--- config.mk ---
export PLATFORM = sky130hd
export DESIGN_NAME = shift_seq
export DESIGN_NICKNAME = d
export VERILOG_FILES = /design/src/rtl/shift_pkg.sv /design/src/rtl/shift_step.sv /design/src/rtl/shift_seq.sv
export SDC_FILE = /design/constraint.sdc
export NUM_CORES = 1
export LEC_CHECK = 0
export CAP_MARGIN = 20
export CORE_ASPECT_RATIO = 0.9
export CORE_UTILIZATION = 30
export DETAILED_ROUTE_END_ITERATION = 8
export PLACE_DENSITY = 0.61
export SYNTH_ARGS = -nofsm -noshare
export SYNTH_HDL_FRONTEND = slang
export SYNTH_SLANG_ARGS = --single-unit
--- constraint.sdc ---
create_clock -name clk -period 2.8 [get_ports clk]
set_clock_uncertainty 0.1 [all_clocks]
set_input_delay 0.28 -clock clk [delete_from_list [all_inputs] [get_ports clk]]
set_output_delay 0.28 -clock clk [all_outputs]
set_load 0.01 [all_outputs]
--- src/rtl/shift_pkg.sv ---
// Shared encodings for the shift_seq register and its step logic.
// Holds mode/direction constants and the sequencer state type.
package shift_pkg;

    localparam logic [1:0] SH_LOGIC  = 2'b00;
    localparam logic [1:0] SH_ARITH  = 2'b01;
    localparam logic [1:0] SH_ROT    = 2'b10;
    localparam logic [1:0] SH_SERIAL = 2'b11;

    localparam logic SH_LEFT  = 1'b0;
    localparam logic SH_RIGHT = 1'b1;

    typedef enum logic {
        S_IDLE = 1'b0,
        S_RUN  = 1'b1
    } seq_state_e;

endpackage

--- src/rtl/shift_step.sv ---
// One-position combinational shifter shared by single-step and sequenced paths.
// Ports: value_i, dir_i, mode_i, in_bit_i -> value_o (shifted), out_bit_o (bit that left).
module shift_step
    import shift_pkg::*;
#(
    parameter int WIDTH = 16
) (
    input  logic [WIDTH-1:0] value_i,
    input  logic             dir_i,
    input  logic [1:0]       mode_i,
    input  logic             in_bit_i,
    output logic [WIDTH-1:0] value_o,
    output logic             out_bit_o
);

    logic fill;

    // Bit entering the vacated end.
    always_comb begin
        fill = 1'b0;
        case (mode_i)
            SH_LOGIC:  fill = 1'b0;
            SH_ARITH:  fill = (dir_i == SH_RIGHT) ? value_i[WIDTH-1] : 1'b0;
            SH_ROT:    fill = (dir_i == SH_RIGHT) ? value_i[0] : value_i[WIDTH-1];
            SH_SERIAL: fill = in_bit_i;
            default:   fill = 1'b0;
        endcase
    end

    always_comb begin
        if (dir_i == SH_RIGHT) begin
            value_o   = {fill, value_i[WIDTH-1:1]};
            out_bit_o = value_i[0];
        end else begin
            value_o   = {value_i[WIDTH-2:0], fill};
            out_bit_o = value_i[WIDTH-1];
        end
    end

endmodule

--- src/rtl/shift_seq.sv ---
// Shift register with parallel load, single-step shift and an N-step sequencer.
// Ports: clk, reset, load, in_A, shift, start, count, dir, mode, in_bit -> out_r, out_bit, busy, done.
module shift_seq
    import shift_pkg::*;
#(
    parameter  int WIDTH = 16,
    localparam int CNT_W = $clog2(WIDTH + 1)
) (
    input  logic             clk,
    input  logic             reset,
    input  logic             load,
    input  logic [WIDTH-1:0] in_A,
    input  logic             shift,
    input  logic             start,
    input  logic [CNT_W-1:0] count,
    input  logic             dir,
    input  logic [1:0]       mode,
    input  logic             in_bit,
    output logic [WIDTH-1:0] out_r,
    output logic             out_bit,
    output logic             busy,
    output logic             done
);

    seq_state_e       state_q, state_d;
    logic [CNT_W-1:0] rem_q, rem_d;
    logic             dir_q, dir_d;
    logic [1:0]       mode_q, mode_d;
    logic [WIDTH-1:0] r_q, r_d;
    logic             ob_q, ob_d;
    logic             done_q, done_d;

    logic [CNT_W-1:0] n_sat;
    logic             step_dir;
    logic [1:0]       step_mode;
    logic [WIDTH-1:0] step_val;
    logic             step_ob;

    assign n_sat = (count > CNT_W'(WIDTH)) ? CNT_W'(WIDTH) : count;

    // RUN uses the command's latched controls; IDLE uses live inputs.
    assign step_dir  = (state_q == S_RUN) ? dir_q  : dir;
    assign step_mode = (state_q == S_RUN) ? mode_q : mode;

    shift_step #(
        .WIDTH(WIDTH)
    ) u_step (
        .value_i  (r_q),
        .dir_i    (step_dir),
        .mode_i   (step_mode),
        .in_bit_i (in_bit),
        .value_o  (step_val),
        .out_bit_o(step_ob)
    );

    always_comb begin
        state_d = state_q;
        rem_d   = rem_q;
        dir_d   = dir_q;
        mode_d  = mode_q;
        r_d     = r_q;
        ob_d    = ob_q;
        done_d  = 1'b0;
        case (state_q)
            S_IDLE: begin
                if (load) begin
                    r_d  = in_A;
                    ob_d = 1'b0;
                end else if (start) begin
                    dir_d  = dir;
                    mode_d = mode;
                    if (n_sat == '0) begin
                        done_d = 1'b1;
                    end else begin
                        state_d = S_RUN;
                        rem_d   = n_sat;
                    end
                end else if (shift) begin
                    r_d  = step_val;
                    ob_d = step_ob;
                end
            end
            S_RUN: begin
                r_d   = step_val;
                ob_d  = step_ob;
                rem_d = rem_q - CNT_W'(1);
                if (rem_q == CNT_W'(1)) begin
                    state_d = S_IDLE;
                    done_d  = 1'b1;
                end
            end
            default: state_d = S_IDLE;
        endcase
    end

    // Falling-edge clocking matches the other sqrt ASM cores.
    always_ff @(negedge clk or posedge reset) begin
        if (reset) begin
            state_q <= S_IDLE;
            rem_q   <= '0;
            dir_q   <= SH_LEFT;
            mode_q  <= SH_LOGIC;
            r_q     <= '0;
            ob_q    <= 1'b0;
            done_q  <= 1'b0;
        end else begin
            state_q <= state_d;
            rem_q   <= rem_d;
            dir_q   <= dir_d;
            mode_q  <= mode_d;
            r_q     <= r_d;
            ob_q    <= ob_d;
            done_q  <= done_d;
        end
    end

    assign out_r   = r_q;
    assign out_bit = ob_q;
    assign busy    = (state_q == S_RUN);
    assign done    = done_q;

endmodule
## After elaboration in Yosys (flattened, before gate mapping)

Index checks and enable logic that the tools add are counted.

| word-level totals | value |
|---|---|
| memories | 0 |
| word-level logic and storage cells | 54 |
| bits in writable memories | 0 |
| latch bits | 0 |
| flip-flop bits (word level) | 27 |
| ROM bits | 0 |

| operators by class | value |
|---|---|
| multiplexer cells | 29 |
| $mul | 0 |
| divide/modulo/power cells | 0 |
| reductions and logical operators | 5 |
| equality and inequality tests | 9 |
| $lt $le $gt $ge | 1 |
| add/subtract/negate cells | 1 |
| bitwise gates (word level) | 2 |
| shifts and indexed selects | 0 |

Operators by type and width:

| cell | count |
|---|---|
| $mux W16 | 4 |
| $pmux W16 S2 | 1 |
| $mux W5 | 4 |
| $mux W1 | 14 |
| $pmux W5 S2 | 1 |
| $ne A2 B2 Y1 const B | 3 |
| $ne A3 B3 Y1 const B | 2 |
| $pmux W1 S2 | 3 |
| $reduce_and A3 Y1 | 2 |
| $eq A5 B1 Y1 const B | 1 |
| $gt A5 B5 Y1 const B | 1 |
| $logic_not A5 Y1 | 1 |
| $sub A5 B1 Y5 const B | 1 |
| $eq A2 B2 Y1 const B | 2 |
| $pmux W1 S4 | 1 |
| $eq A2 B1 Y1 const B | 1 |
| $logic_not A2 Y1 | 1 |
| $mux W2 | 1 |
| $not A1 Y1 | 2 |
| $reduce_and A2 Y1 | 1 |

## Depth between registers and ports, before layout

Gate-level depths: netlist of the first run.

| depth | value |
|---|---|
| depth after elaboration | 8 |
| mapped depth | 6 |
| mapped depth without buffers | 6 |

## Hierarchy

A second synthesis of the first run with hierarchy kept.

| second synthesis, totals | value |
|---|---|
| cells, all modules | 162 |
| area, all modules | 1690.4 sq um |

Modules (own cells, without submodules):

| module | cells an instance | instances | area an instance (sq um) | sequential area each (sq um) |
|---|---|---|---|---|
| shift_seq | 136 | 1 | 1381.3 | 675.6 |
| shift_step | 26 | 1 | 309.0 | 0.0 |

==> results.ini, run 1 <==
[timing]
worstMarginPinSlew_ns = 0.359
maxSlewViolCount = 0
slew_headroom_pct = 75.9
hold_violations = 0
finalSetupViolations = 0

[drt]
ant_nets = 0
initialDrtViolationCount = 55
drc = 0
vias_per_cell = 4.88
wl_per_cell_um = 12.4
vias = 1646
dr.pass1.iters = 4
routed_wl_um = 4190

[setup_path]
cp_max_fo = 2
cpPeakStageDelay_ns = 0.43
required_ns = 2.42
r2r_cells = 5
path_delay_family = flip-flops
r2r_setup_slack_ns = 0.97
worst_setup_path_end_kind = output pin
reg2reg_to = out_bit
cp_cell_sequence = dlygate4sd2_1
slowest_stage = dfrtn_1
crit_buf_inv = 1
start_kind = register
regToRegStartpoint = busy
worstPathArrival_ns = 2.38
path_class = register to output pin

[floorplanning]
die-area_um2 = 5610
initial_utilization_pct = 32.0
die_w_um = 78.9
rows = 24
pin_count = 49
core_area_um2 = 4980
die_y_um = 71.2

[power]
p_leak_nw = 1.17
powerDensity_nw_per_um2 = 1030
max-vdd-ir-drop_v = 0.000368

[cells_and_area]
drive_gt1_share_pct = 21.0
layout.nets = 305
multi_input_area_um2 = 875
fin_cells = 337
insertedDiodeCount = 0
fin_util_pct = 49.8
final_cell_area_um2 = 2480
num-fill-cells = 512
register_area_um2 = 676
area_growth_pct = 55.8

[hold_path]
holdPathStages = 1
hp-start = mode_q[1]
holdPathEnd = mode_q[1]
min_path_type = register to register

[synth]
ys_seq_area_share_pct = 42.4
syn-instance-count = 190
ys_warn_count = 0
netlist_area_um2 = 1600
async_flop_share_pct = 100
yosysUniqueCellTypes = 28
synth_area_leaders = dfrtn_1 (42%), nand2_1 (12%), o21ai_0 (10%)
synthFlopType = dfrtn_1
synth-seq-cells = 27
yosys.area.top_type = dfrtn_1
synth_nets = 222
yosys.area.top_type_share_pct = 42.4
yosysMostFrequentCell = nand2_1
synth_edf_count = 0
synth_area_per_cell_um2 = 8.40
synth_common_cells = nand2_1 (51), o21ai_0 (32), dfrtn_1 (27)

[clocking]
htreeDepth = 1
root_buffer = clkbuf_8
clock-sinks = 27
cts_tree = built
path_clk_slew_ns = 0.06
clockBufferDepth = 2
hold_buffers = 0
clock_latency_ns = 0.28
numCtsBuffers = 3

[grt]
track_usage_pct = 15.7
grt_max_degree = 28
grt_overflow_total = 0
antenna_found_initial = 0
grt_pass1_vias = 1520
grt_pass1_wl_um = 7040

[placed_design]
dp_hpwl_um = 3070
place_congestion = 0.852
place_inst = 329
placed_cell_area_um2 = 2400
port_buffers = 48

[run]
cap_violations = 0

[run_status]
status = complete, no violations

## state kept, by name (all words and copies together) (netlist names)
signal / cells
mode_q: 2
dir_q: 1
done: 1
busy: 1
rem_q: 5
out_bit: 1
out_r: 16
## logic make-up after synthesis
logic type               count (synthesis)  share of synthesized area (%)
AND/OR/NAND/NOR                         86                           25.0
adder cells (fa/ha/maj)                  2                           1.57
multiplexers                            11                           8.31
buffers and inverters                   15                           4.71
flip-flops                              27                           42.4
AO/OA/AOI/OAI                           49                           18.0
## worst max path at each step
stage                        start   endpoint  slack [ns]  depth (start not counted)
after global routing           dir    out_bit      -0.001                          5
after floorplan              shift  out_r[15]        0.04                          6
after CTS                    shift   out_r[0]       0.003                          6
final                     out_r[1]   out_r[1]        0.04                          1
after global placement       start   rem_q[2]       -0.40                          5
after detailed placement       dir    out_bit       -0.44                          5
## layout by cell type (no fill, tap or decap), types with 4 or more instances in the layout
cell | Yosys | layout
and3_1 | 14 | 14
a21oi_1 | 4 | 4
buf_4 | 0 | 36
a221o_1 | 4 | 4
mux2_2 | 4 | 4
dlygate4sd2_1 | 0 | 23
nand2_1 | 51 | 50
inv_1 | 5 | 5
clkdlybuf4s50_1 | 0 | 19
clkdlybuf4s15_1 | 0 | 4
o21ai_0 | 32 | 29
dfrtn_1 | 27 | 27
## report_power, final
| part | leakage, nW | switching (mW) | internal [mW] | total (mW) |
|---|---|---|---|---|
| clock network | 0.0228 | 0.125 | 0.102 | 0.227 |
| registers | 0.328 | 0.126 | 0.607 | 0.733 |
| logic | 0.818 | 0.726 | 0.868 | 1.59 |
## what timing repair did
action | in CTS | in global routing
cloned | 0 | 0
resized for setup | 35 | 12
buffers inserted | 1 | 3
setup endpoints to repair | 45 | 20
pin swaps | 2 | 0
## routing by layer
layer | vias to the layer above | global-route usage [%] | wire length, µm
met5 | - | 0 | 0
met4 | 0 | 3.64 | 34
met3 | 2 | 1.94 | 218
met2 | 48 | 23.8 | 1790
met1 | 767 | 23.7 | 2150
li1 | 829 | - | -
## layout make-up
type,instances,share of cell area [%]
multi-input combinational,148,35.2
tap,65,3.27
timing repair buffer,88,31.8
sequential,27,27.2
inverter,5,0.755
clock buffer,4,1.81
## metrics by stage
stage / power (mW) / TNS (ns) / hold WS (ns) / setup WS (ns)
6_report: 2.55 / 0 / 0.401 / 0.0408
5_1_grt: 2.79 / -0.00120 / 0.421 / -0.00120
4_1_cts: 2.50 / 0 / 0.383 / 0.00294
3_5_place_dp: 2.35 / -9.93 / 0.384 / -0.445
3_3_place_gp: 2.33 / -9.95 / 0.366 / -0.398
2_1_floorplan: 1.64 / 0 / 0.355 / 0.0419
No activity file was read; power rests on OpenSTA's default activity.
==> run 2, diff against run 1 <==
Settings changed: GPL_TIMING_DRIVEN set to 0, MAX_ROUTING_LAYER set to met4.
==> results.ini, run 2 (same netlist as run 1, synthesis figures left out) <==
[run_status]
status = complete, no violations

[setup_path]
cp_max_fo = 2
required_ns = 2.42
path_class = register to output pin
path_delay_family = flip-flops
cpPeakStageDelay_ns = 0.44
slowest_stage = dfrtn_1
crit_buf_inv = 1
r2r_setup_slack_ns = 1.00
cp_cell_sequence = dlygate4sd2_1
worstPathArrival_ns = 2.39
start_kind = register
worst_setup_path_end_kind = output pin

[drt]
ant_nets = 0
vias = 1648
routed_wl_um = 4580
initialDrtViolationCount = 108
dr.pass1.iters = 4
wl_per_cell_um = 13.9
vias_per_cell = 4.99
drc = 0

[cells_and_area]
insertedDiodeCount = 0
multi_input_area_um2 = 901
layout.nets = 298
drive_gt1_share_pct = 19.6
num-fill-cells = 509
final_cell_area_um2 = 2450
fin_util_pct = 49.1
layout_commonest_cell = nand2_1
register_area_um2 = 676
mostFrequentLayoutCells = nand2_1 (49), o21ai_0 (31), dfrtn_1 (27)
largest_reg_flops = 16
area_growth_pct = 53.4

[placed_design]
port_buffers = 48
placed_cell_area_um2 = 2160
dp_hpwl_um = 3080
place_congestion = 0.784

[power]
powerDensity_nw_per_um2 = 1040
p_leak_nw = 1.15
max-vdd-ir-drop_v = 0.000399

[timing]
finalSetupViolations = 0
worstMarginPinSlew_ns = 0.403
maxSlewViolCount = 0
slew_headroom_pct = 73.1
rsz0062_at_grt = no
holdWs_ns = 0.373
hold_violations = 0

[floorplanning]
die_w_um = 78.9
initial_utilization_pct = 32.0
die_y_um = 71.2
die-area_um2 = 5610
pin_count = 49
rows = 24
core_area_um2 = 4980

[clocking]
clockBufferDepth = 2
path_clk_slew_ns = 0.06
numCtsBuffers = 3
clock-sinks = 27
root_buffer = clkbuf_8
htreeDepth = 1
cts_tree = built
hold_buffers = 0
clock_latency_ns = 0.28

[run]
cap_violations = 0

[grt]
grt_pass1_wl_um = 7750
grt_pass1_vias = 1627
antenna_found_initial = 0
track_usage_pct = 18.1
grt_overflow_total = 0
grt_max_degree = 28

[hold_path]
min_path_type = register to register

==> run 2: path summary, 6_finish.rpt <==
path	depth (start not counted)	endpoint	from
worst min register to register	1	mode_q[0]	mode_q[0]
worst max register to register	6	out_bit	busy
min in group asynchronous	2	rem_q[0]	reset
worst min-delay path	1	mode_q[0]	mode_q[0]
worst max-delay path	1	out_r[13]	out_r[13]
max in group asynchronous	3	out_r[11]	reset
==> run 2: area by class of cell <==
| type | count | share of cell area [%] |
|---|---|---|
| Buffer | 10 | 3.32 |
| Clock buffer | 4 | 1.84 |
| Inverter | 5 | 0.767 |
| Multi-Input combinational cell | 148 | 36.8 |
| Sequential cell | 27 | 27.6 |
| Tap cell | 65 | 3.32 |
| Timing Repair Buffer | 71 | 26.3 |
==> run 2: stage by stage <==
step	TNS, ns	total power, mW	instances	setup slack (ns)
2_1_floorplan	0	1.64	190	0.0419
3_3_place_gp	-20.56	2.14	303	-0.671
3_5_place_dp	-21.03	2.15	303	-0.698
4_1_cts	0	2.51	326	0.00243
5_1_grt	0	2.77	330	0.00102
6_report	0	2.55	330	0.0304
==> run 2: repair_timing <==
item	CTS	global route
gates resized for setup	48	15
buffers inserted	18	3
pin swaps	6	5
endpoints found under the setup margin	45	24
cloned	1	0
==> run 2: per-layer routing <==
metal | vias to the layer above | track usage (%) | wire length, µm
li1 | 816 | - | -
met4 | 0 | 4.65 | 48
met5 | - | - | 0
met1 | 785 | 25.2 | 2260
met2 | 41 | 28.0 | 2080
met3 | 6 | 2.19 | 192
==> run 2: power breakdown <==
| part | internal, mW | leakage (nW) | switching [mW] |
|---|---|---|---|
| registers | 0.607 | 0.328 | 0.136 |
| logic | 0.836 | 0.794 | 0.747 |
| clock network | 0.102 | 0.0228 | 0.120 |
| total | 1.54 | 1.15 | 1.00 |
==> run 3, diff against run 2 <==
Settings changed: SKIP_LAST_GASP set to 1.
==> results.ini, run 3 (same netlist as run 1, synthesis figures left out) <==
[cells_and_area]
layout_commonest_cell = nand2_1
multi_input_area_um2 = 901
largest_reg_flops = 16
num-fill-cells = 510
layout.nets = 298
drive_gt1_share_pct = 19.6
area_growth_pct = 53.3
mostFrequentLayoutCells = nand2_1 (49), o21ai_0 (31), dfrtn_1 (27)
register_area_um2 = 676
insertedDiodeCount = 0

[clocking]
hold_buffers = 0
cts_tree = built
numCtsBuffers = 3
clockBufferDepth = 2
clock-sinks = 27
path_clk_slew_ns = 0.06
htreeDepth = 1
clock_latency_ns = 0.28
root_buffer = clkbuf_8

[hold_path]
min_path_type = register to register
hp-start = mode_q[0]
holdPathStages = 1
holdPathEnd = mode_q[0]

[setup_path]
start_kind = register
r2r_setup_slack_ns = 1.00
reg2reg_to = out_bit
required_ns = 2.42
cp_cell_sequence = dlygate4sd2_1
worst_setup_path_end_kind = output pin
slowest_stage = dfrtn_1
r2r_cells = 6
cpPeakStageDelay_ns = 0.44
path_delay_family = flip-flops
path_class = register to output pin
regToRegStartpoint = busy
worstPathArrival_ns = 2.39
cp_max_fo = 2
crit_buf_inv = 1

[grt]
grt_pass1_vias = 1627
track_usage_pct = 18.1
grt_pass1_wl_um = 7750
antenna_found_initial = 0
grt_max_degree = 28
grt_overflow_total = 0

[drt]
dr.pass1.iters = 4
wl_per_cell_um = 13.9
routed_wl_um = 4580
drc = 0
vias = 1648
initialDrtViolationCount = 108
vias_per_cell = 4.99
ant_nets = 0

[power]
p_leak_nw = 1.15
max-vdd-ir-drop_v = 0.000399
powerDensity_nw_per_um2 = 1040
power_mw = 2.55

[run_status]
status = complete, no violations

[timing]
hold_violations = 0
slew_headroom_pct = 73.1
holdWs_ns = 0.373
worstMarginPinSlew_ns = 0.403
maxSlewViolCount = 0
rsz0062_at_grt = yes
finalSetupViolations = 0

[placed_design]
port_buffers = 48
dp_hpwl_um = 3080
place_congestion = 0.784

[floorplanning]
initial_utilization_pct = 32.0
pin_count = 49
die-area_um2 = 5610
core_area_um2 = 4980
die_w_um = 78.9
rows = 24
die_y_um = 71.2

[run]
cap_violations = 0

[run 3: cell count changes in the layout (fill, tap and decap cells not counted)]
| cell | before | now |
|---|---|---|
| dlygate4sd2_1 | 19 | 20 |
| clkdlybuf4s15_1 | 6 | 5 |
[run 3: what timing repair did]
| item | in CTS | in global routing |
|---|---|---|
| pin swaps | 6 | 5 |
| cloned | 1 | 0 |
| buffers inserted | 18 | 3 |
| resized for setup | 47 | 15 |
| endpoints found under the hold margin | 0 | 0 |
| endpoints found under the setup margin | 45 | 26 |
[run 3: area by class of cell]
cell class | instances | area share (%)
Multi-Input combinational cell | 148 | 36.8
Inverter | 5 | 0.767
Clock buffer | 4 | 1.84
Sequential cell | 27 | 27.6
Timing Repair Buffer | 71 | 26.3
Tap cell | 65 | 3.32
Buffer | 10 | 3.32
[run 3: stage by stage]
step / instances / util, % / cell area (µm²) / setup WS, ns / TNS [ns]
after floorplan: 190 / - / 1600 / 0.0419 / 0
after global placement: 303 / 43.3 / 2160 / -0.671 / -20.56
after detailed placement: 303 / 43.3 / 2160 / -0.698 / -21.03
after CTS: 326 / 47.8 / 2380 / -0.00242 / -0.00242
after global routing: 330 / 49.1 / 2450 / -0.0125 / -0.0125
final: 330 / 49.1 / 2450 / 0.0304 / 0
[run 3: power breakdown]
part	internal, mW	leakage [nW]	total (mW)	switching, mW
registers	0.607	0.328	0.743	0.136
clock network	0.102	0.0228	0.222	0.120
logic	0.836	0.795	1.58	0.747
[run 3: metal layers]
| metal | global-route usage [%] | part of all wire [%] |
|---|---|---|
| met4 | 4.65 | 1.0 |
| met3 | 2.19 | 4.2 |
| met5 | - | 0 |
| met1 | 25.2 | 49 |
| met2 | 28.0 | 45 |
[run 3: how the worst max path moves through the flow]
stage                end       from  slack, ns  depth (start not counted)
6_report       out_r[13]  out_r[13]       0.03                          1
4_1_cts        out_r[15]       load     -0.002                          6
5_1_grt         out_r[8]      start      -0.01                          7
3_3_place_gp   out_r[15]      shift      -0.67                          7
2_1_floorplan  out_r[15]      shift       0.04                          6
3_5_place_dp    out_r[3]      start      -0.70                          6
==> RTL change: new RTL, settings of run 3 <==
`WIDTH` is set to 16 in 2 places; all go to 32.
--- a/src/rtl/shift_step.sv
+++ b/src/rtl/shift_step.sv
@@ -4,5 +4,5 @@
     import shift_pkg::*;
 #(
-    parameter int WIDTH = 16
+    parameter int WIDTH = 32
 ) (
     input  logic [WIDTH-1:0] value_i,
--- a/src/rtl/shift_seq.sv
+++ b/src/rtl/shift_seq.sv
@@ -4,5 +4,5 @@
     import shift_pkg::*;
 #(
-    parameter  int WIDTH = 16,
+    parameter  int WIDTH = 32,
     localparam int CNT_W = $clog2(WIDTH + 1)
 ) (
Interface: changed (resized count, in_A and out_r); port bits go from 49 to 82. The function was not compared with the original's and may differ.
==> RTL change against run 3 <==
- the run now ends with setup timing left
- area after synthesis rose by 64%
- via count increased by 55%
- combinational power grew 110%
- final area is 71% higher
- wire length rose by 74%
- largest power group unchanged
- sequential share of layout area shrank 1.3 points
- sequential cell count is 17 higher
- die area grew 62%
- power up 97%
- clock power rose by 74%
- worst setup slack worse by 0.032 ns
==> RTL change: results <==
set metrics [dict create \
    initialDrtViolationCount 112 \
    synth_nets 313 \
    vdd_drop_max_mv 0.473 \
    violations "setup timing" \
    portBuffers 81 \
    clockBufferDepth 2 \
    hold_depth 1 \
    worst_path_max_delay_cell "bufbuf_16" \
    clkLatencyLatePin_ns 0.29 \
    wl_per_cell_um 15.7 \
    root_buffer "clkbuf_8" \
    hold_class "reg -> reg" \
    final_nets 442 \
    num_antenna_cells 0 \
    ys_seq_area_share_pct 42.0 \
    synth_top_cells_by_area "dfrtn_1 42%, mux2i_1 12%, a21o_1 9.2%" \
    synth_flop_cell "dfrtn_1" \
    antenna_found_initial 0 \
    detailed_place_hpwl_mm 5.26 \
    status "complete, but fails checks" \
    max_stage_delay_ns 0.26 \
    yosys_warnings 0 \
    synth_cell_types 39 \
    leakagePower_nw 2.06 \
    grt_start_max_net_pins 41 \
    worst_pin_slew_ns 0.425 \
    dpl.cell_count 461 \
    setup_viol 1 \
    path_clk_slew_ns 0.06 \
    instances_no_fill 508 \
    timing.final.ws_setup_ns -0.00169 \
    largest_reg_flops 32 \
    dpl_cell_area_um2 3610 \
    worstPathArrival_ns 1.45 \
    critPathMaxFanout 6 \
    vias 2550 \
    synthArstFlopShare_pct 100 \
    intPower_mw 3.12 \
    htreeDepth 2 \
    cts_buffers 5 \
    dr.pass1.iters 4 \
    grt_use_total_pct 18.4 \
    place_congestion 0.863 \
    place_ws_ns -0.800 \
    grt_pass1_wl_mm 12.9 \
    netlist_instances 264 \
    drive_gt1_share_pct 28.8 \
    synth_common_cells "44 x dfrtn_1, 39 x nor2_1, 32 x a21o_1, 32 x mux2i_1, 30 x a211oi_1" \
    r2r_cells 7 \
]
==> RTL change: through the flow <==
stage               setup TNS [ns]  hold slack, ns
floorplan                   -0.908           0.347
global placement            -73.08           0.379
detailed placement          -31.45           0.385
CTS                              0           0.388
global route                -0.261           0.379
finish                    -0.00169           0.361
==> RTL change: cell families (layout without fill, tap and decap cells) <==
logic type	count (synthesis)	in the layout	share of synthesized area, %
compound gates	92	92	26.0
simple gates	59	60	10.1
xor+xnor	1	1	0.334
buf+inv	28	156	5.49
mux	38	38	15.2
flops	44	44	42.0
fa+ha+maj	2	2	0.954
==> RTL change: path summary, 6_finish.rpt <==
check	start	endpoint	slack, ns
min in group asynchronous	reset	out_r[24]$_DFFE_NP0P_	1.37
max in group asynchronous	reset	rem_q[4]$_DFFE_NP0P_	0.75
worst max register to register	busy$_DFF_NP0_	out_r[16]$_DFFE_NP0P_	0.83
worst max-delay path	dir	out_r[16]$_DFFE_NP0P_	-0.002
worst min register to register	out_r[21]$_DFFE_NP0P_	out_r[21]$_DFFE_NP0P_	0.36
worst min-delay path	out_r[21]$_DFFE_NP0P_	out_r[21]$_DFFE_NP0P_	0.36
==> RTL change: routing by layer <==
metal,wire length [um],global-route usage (%),up-vias
met5,0,-,-
met1,3760,25.4,1248
met4,53,4.35,0
met3,339,3.33,2
li1,-,-,1240
met2,3830,27.7,60
==> RTL change: what timing repair did <==
action / CTS / global route
cloned: 4 / 0
gates resized for setup: 106 / 60
hold buffers: 0 / 0
setup endpoints to repair: 78 / 61
setup buffers: 29 / 10
pin swaps: 3 / 10
==> RTL change: power groups by stage <==
stage / Clock (mW) / Sequential (mW) / Combinational (mW)
after floorplan: 0 / 1.39 / 1.63
after global routing: 0.423 / 1.30 / 3.66
final: 0.386 / 1.26 / 3.38
after CTS: 0.400 / 1.27 / 3.12
after detailed placement: 0 / 1.36 / 2.59
after global placement: 0 / 1.37 / 2.54
==> RTL change: cell type report <==
type | instances | area (um^2)
repair buffers | 124 | 1160
well taps | 115 | 144
inverters | 9 | 33.8
fillers | 769 | 4070
multi-input cells | 193 | 1550
flip-flops and latches | 44 | 1100
clock inverters | 1 | 5.00
plain buffers | 16 | 125
clock buffers | 6 | 72.6
==> RTL change: critical path: cells and delay by family <==
family,cells,cell delay (ns)
multiplexers,2,0.37
AO/OA/AOI/OAI,2,0.26
buffers and inverters,3,0.54
